### src/rtl/pwm_speed_ramp.sv
// Soft-start/soft-stop speed ramp feeding the PWM stage.
// Synchronises run/target, filters target glitches, slews speed by one step per tick.
module pwm_speed_ramp #(
    parameter int SPEED_W       = 3,
    parameter int RAMP_TICKS    = 1000,
    parameter int SYNC_STAGES   = 2,
    parameter int STABLE_CYCLES = 4
) (
    input  logic               clock,
    input  logic               reset,
    input  logic               run_req,
    input  logic [SPEED_W-1:0] target_speed,
    output logic               pwm_enable,
    output logic [SPEED_W-1:0] pwm_speed,
    output logic               busy,
    output logic               at_target
);

    localparam int TW = (RAMP_TICKS > 1) ? $clog2(RAMP_TICKS) : 1;
    localparam int SW = $clog2(STABLE_CYCLES + 1);
    localparam logic [TW-1:0] TICK_LAST = TW'(RAMP_TICKS - 1);
    localparam logic [SW-1:0] STAB_LAST = SW'(STABLE_CYCLES - 1);

    typedef enum logic [1:0] {
        S_OFF,
        S_RAMP,
        S_HOLD,
        S_STOP
    } state_t;

    state_t state;

    logic [SYNC_STAGES-1:0] run_sync;
    logic [SPEED_W-1:0]     tgt_sync [SYNC_STAGES];
    logic                   run_s;
    logic [SPEED_W-1:0]     tgt_s;
    logic [SPEED_W-1:0]     tgt_prev;
    logic [SPEED_W-1:0]     tgt_q;
    logic [SW-1:0]          stab_cnt;
    logic [SW-1:0]          stab_nxt;
    logic [TW-1:0]          tick_cnt;
    logic                   tick;

    assign run_s = run_sync[SYNC_STAGES-1];
    assign tgt_s = tgt_sync[SYNC_STAGES-1];
    assign tick  = (tick_cnt == TICK_LAST);

    // Next stability count: clears on any change, saturates at the accept point.
    always_comb begin
        stab_nxt = '0;
        if (tgt_s != tgt_prev) begin
            stab_nxt = '0;
        end else if (stab_cnt == STAB_LAST) begin
            stab_nxt = stab_cnt;
        end else begin
            stab_nxt = stab_cnt + SW'(1);
        end
    end

    // Pad synchronisers and the target glitch filter.
    always_ff @(posedge clock) begin
        if (reset) begin
            run_sync <= '0;
            for (int i = 0; i < SYNC_STAGES; i++) begin
                tgt_sync[i] <= '0;
            end
            tgt_prev <= '0;
            stab_cnt <= '0;
            tgt_q    <= '0;
        end else begin
            run_sync[0] <= run_req;
            tgt_sync[0] <= target_speed;
            for (int i = 1; i < SYNC_STAGES; i++) begin
                run_sync[i] <= run_sync[i-1];
                tgt_sync[i] <= tgt_sync[i-1];
            end
            tgt_prev <= tgt_s;
            stab_cnt <= stab_nxt;
            if (stab_nxt == STAB_LAST) begin
                tgt_q <= tgt_s;
            end
        end
    end

    // Ramp FSM with tick counter and registered PWM-side outputs.
    always_ff @(posedge clock) begin
        if (reset) begin
            state      <= S_OFF;
            tick_cnt   <= '0;
            pwm_enable <= 1'b0;
            pwm_speed  <= '0;
            busy       <= 1'b0;
            at_target  <= 1'b0;
        end else begin
            unique case (state)
                S_OFF: begin
                    tick_cnt <= '0;
                    if (run_s) begin
                        state      <= S_RAMP;
                        pwm_enable <= 1'b1;
                        busy       <= 1'b1;
                    end
                end
                S_RAMP: begin
                    if (!run_s) begin
                        state    <= S_STOP;
                        tick_cnt <= '0;
                    end else if (pwm_speed == tgt_q) begin
                        state     <= S_HOLD;
                        busy      <= 1'b0;
                        at_target <= 1'b1;
                        tick_cnt  <= '0;
                    end else if (tick) begin
                        tick_cnt <= '0;
                        if (tgt_q > pwm_speed) begin
                            pwm_speed <= pwm_speed + SPEED_W'(1);
                        end else begin
                            pwm_speed <= pwm_speed - SPEED_W'(1);
                        end
                    end else begin
                        tick_cnt <= tick_cnt + TW'(1);
                    end
                end
                S_HOLD: begin
                    tick_cnt <= '0;
                    if (!run_s) begin
                        state     <= S_STOP;
                        busy      <= 1'b1;
                        at_target <= 1'b0;
                    end else if (tgt_q != pwm_speed) begin
                        state     <= S_RAMP;
                        busy      <= 1'b1;
                        at_target <= 1'b0;
                    end
                end
                S_STOP: begin
                    if (run_s) begin
                        state    <= S_RAMP;
                        tick_cnt <= '0;
                    end else if (pwm_speed == '0) begin
                        state      <= S_OFF;
                        pwm_enable <= 1'b0;
                        busy       <= 1'b0;
                        tick_cnt   <= '0;
                    end else if (tick) begin
                        tick_cnt  <= '0;
                        pwm_speed <= pwm_speed - SPEED_W'(1);
                    end else begin
                        tick_cnt <= tick_cnt + TW'(1);
                    end
                end
            endcase
        end
    end

endmodule
### config.mk
export PLATFORM = sky130hd
export DESIGN_NAME = pwm_speed_ramp
export DESIGN_NICKNAME = d
export VERILOG_FILES = /design/src/rtl/pwm_speed_ramp.sv
export SDC_FILE = /design/constraint.sdc
export NUM_CORES = 1
export LEC_CHECK = 0
export ABC_AREA = 1
export CORE_MARGIN = 3
export CORE_UTILIZATION = 50
export CTS_CLUSTER_DIAMETER = 120
export DETAILED_ROUTE_END_ITERATION = 10
export PLACE_DENSITY_LB_ADDON = 0.05
export SKIP_LAST_GASP = 1
export SYNTH_ARGS = -nofsm -noshare
export SYNTH_HDL_FRONTEND = slang
export SYNTH_SLANG_ARGS = --single-unit
### constraint.sdc
create_clock -name clock -period 1.95 [get_ports clock]
set_input_delay 0.195 -clock clock [delete_from_list [all_inputs] [get_ports clock]]
set_output_delay 0.195 -clock clock [all_outputs]
set_load 0.05 [all_outputs]
==> impl_metrics.env <==
export IMPL_status="completed"
export IMPL_root_buffer="clkbuf_4"
export IMPL_synthArstFlopShare_pct=0
export IMPL_rrSetupSlack_ns=0.23
export IMPL_cpMaxStageDelayCell="clkdlybuf4s50_1"
export IMPL_path_cells="clkdlybuf4s50_1"
export IMPL_clock_path_buffers=2
export IMPL_critPathMaxStageDelay_ns=0.83
export IMPL_synth_cells=231
export IMPL_avgRoutedWirePerCell_microns=9.01
export IMPL_final_cell_count_no_fill=293
export IMPL_required_ns=1.75
export IMPL_period_minus_slack_ns=1.77
export IMPL_ys_types=28
export IMPL_synth_xor_area_share_pct=6.15
export IMPL_drive_above_1_share_pct=12.4
export IMPL_grt_setup_unrepaired="false"
export IMPL_fp_dieH_microns=64.5
export IMPL_rr_startpoint="pwm_speed[2]"
export IMPL_path_max_fanout=5
export IMPL_synth_nets=246
export IMPL_via_per_inst=4.54
export IMPL_grt_antenna_before_repair=0
export IMPL_critPathLaunchType="flop"
export IMPL_yosys_area_share_simple_pct=32.2
export IMPL_syn_area_per_cell_sq_um=7.40
export IMPL_cp_buffers_inverters=1
export IMPL_skew_ns=0.0111
export IMPL_setup_tns_ns=0
export IMPL_place_gp_congestion=0.884
export IMPL_dpl_cell_area_sq_um=1870
export IMPL_worst_skew_pair_late_latency_ns=0.34
export IMPL_die_area_sq_um=4160
export IMPL_fillers=311
export IMPL_synth_compound_area_share_pct=4.98
export IMPL_cp_end_kind="output port"
export IMPL_cts_tree="built"
export IMPL_slew_violations=0
export IMPL_maxCapViolCount=0
export IMPL_finalHoldViolations=0
export IMPL_grt_util_all_layers_pct=15.1
export IMPL_setup_violations_final=0
export IMPL_ys_seq_area_share_pct=41.0
export IMPL_htree_levels=2
export IMPL_synth_top_family_by_area="simple AND/OR/NAND/NOR gates"
export IMPL_numCtsBuffers=5
export IMPL_min_path_type="input pin to flop"
export IMPL_synthTopCellsByCount="49 x nand2_1, 45 x nor2_1, 35 x dfxtp_1, 31 x inv_1, 9 x ha_1"
export IMPL_grt_max_degree=16
export IMPL_p_leak_nw=0.846
export IMPL_cts_setup_buffers=0
export IMPL_fin_area_sq_um=1960
export IMPL_yosysMostFrequentCell="nand2_1"
export IMPL_dp_hpwl_microns=1990
export IMPL_relSlewSlack_pct=67.1
export IMPL_max_freq_ghz=0.565
export IMPL_worst_pin_slew_ns=0.492
export IMPL_yosys_warnings=0
export IMPL_critical_path_top_delay_family="buffers and inverters"
export IMPL_dp_cells=285
export IMPL_core_sq_um=3150
export IMPL_nets=263
export IMPL_p_per_area_nw_per_um2=923
export IMPL_io_buffers=11
export IMPL_top_usage_layer="met2"
export IMPL_yosys_top_cells_area="dfxtp_1 41%, nand2_1 11%, nor2_1 9.9%"
export IMPL_crit_type="flop to output port"
export IMPL_drt_initial_drc_count=86
export IMPL_vias=1330
export IMPL_mappedNetlistArea_sq_um=1710
export IMPL_initial_utilization_pct=54.2
export IMPL_hold_path_depth=3
export IMPL_synthFlopType="dfxtp_1"
export IMPL_reg2reg_depth=9
export IMPL_std_cell_rows=20
export IMPL_synth_seq_cells=35
export IMPL_post_route_period_util_pct=90.8
export IMPL_synthAdderAreaFrac_pct=6.59
export IMPL_diodes=0
export IMPL_cts_num_sinks=35
export IMPL_critPathArrivalTime_ns=1.57
export IMPL_ctsHoldBuffers=0
export IMPL_grt_use_met1_pct=18.9
export IMPL_synth_mux_area_share_pct=0
export IMPL_finalPower_mw=1.81
export IMPL_grt_overflow=0
export IMPL_rr_endpoint="pwm_speed[1]"
export IMPL_worstHoldEndpoint="tgt_sync[0][2]"
export IMPL_grtUsageMet3_pct=5.20
export IMPL_chipWidth_microns=64.5
export IMPL_synth_edf_count=0
export IMPL_ant_nets=0
export IMPL_max_vdd_ir_drop_mv=0.698
export IMPL_grt_use_met2_pct=24.1
export IMPL_hold_start="target_speed[2]"
export IMPL_drtPass1Iterations=4
export IMPL_finish_utilization_pct=62.0
export IMPL_yosysTopAreaCell="dfxtp_1"
export IMPL_drcViolationCount=0
export IMPL_ctsResizeCount=0
export IMPL_synth_top_area_share_pct=41.0
export IMPL_grt_pass1_wl_microns=4890
export IMPL_clkTransAtPathRegs_ns=0.10
export IMPL_num_io_pins=12
export IMPL_grt_pass1_vias=1217
export IMPL_wl_microns=2640
export IMPL_areaGrowthSynthToFinish_pct=14.4
[routing by layer]
metal	up-vias	wire, microns	part of all wire [%]
met5	-	0	0
met4	0	43	1.6
met3	6	120	4.5
met2	19	1120	42
met1	562	1360	51
li1	743	-	-
[through the flow]
| stage | hold slack, ns | setup slack [ns] |
|---|---|---|
| after global placement | 0.389 | 0.313 |
| after floorplan | 0.302 | 0.0962 |
| after global routing | 0.360 | 0.0589 |
| after detailed placement | 0.393 | 0.249 |
| final | 0.360 | 0.180 |
| after CTS | 0.343 | 0.152 |
[area by class of cell]
cell class | instances | area, sq um | area share, %
Clock inverter | 2 | 35.0 | 1.79
Tap cell | 44 | 55.1 | 2.82
Timing Repair Buffer | 12 | 118 | 6.01
Inverter | 37 | 140 | 7.17
Clock buffer | 6 | 51.3 | 2.62
Sequential cell | 35 | 703 | 36.0
Multi-Input combinational cell | 157 | 853 | 43.6
[registers in the layout, indices dropped and copies added, names as in the netlist]
register / flops
run_sync: 2
busy: 1
tgt_q: 3
state: 2
pwm_enable: 1
stab_cnt: 3
at_target: 1
pwm_speed: 3
tick_cnt: 10
tgt_sync: 6
tgt_prev: 3
[cells in the final DEF (no fill, tap or decap)]
cell type / instances
nand2_1: 49
o21ai_4: 1
nor3_1: 4
dfxtp_1: 33
clkbuf_4: 5
ha_1: 9
nor2_2: 5
nand3b_4: 1
inv_2: 4
a21oi_1: 7
nand4_1: 1
nor2_4: 1
xor2_1: 6
a31oi_1: 1
clkinv_2: 2
xnor2_1: 6
o21ai_0: 4
clkbuf_8: 1
nand3_1: 7
nor2_1: 45
nand3_2: 3
inv_1: 31
clkinv_1: 1
dfxtp_2: 2
a211oi_1: 1
nor3_2: 1
nand3b_1: 2
nand2_2: 2
clkdlybuf4s50_1: 11
or2_2: 1
buf_4: 1
bufinv_16: 1
[worst max-delay path by stage]
stage / from / to / slack [ns] / cells past startpoint
2_1_floorplan: pwm_speed[0] / pwm_speed[1] / 0.1 / 8
4_1_cts: pwm_speed[0] / pwm_speed[0] / 0.15 / 1
3_3_place_gp: pwm_speed[2] / pwm_speed[1] / 0.31 / 9
3_5_place_dp: pwm_speed[2] / pwm_speed[1] / 0.25 / 9
5_1_grt: pwm_speed[2] / pwm_speed[1] / 0.06 / 9
6_report: pwm_speed[0] / pwm_speed[0] / 0.18 / 1
[cell families after synthesis]
family | count (synthesis)
AO/OA/AOI/OAI | 14
flip-flops | 35
XOR/XNOR | 12
adder cells (fa/ha/maj) | 9
AND/OR/NAND/NOR | 122
buffers and inverters | 39
[power by group]
part	switching [mW]	internal (mW)
Sequential	0.0476	0.770
Combinational	0.279	0.168
Clock	0.237	0.303
(Power assumes the default switching activity.)
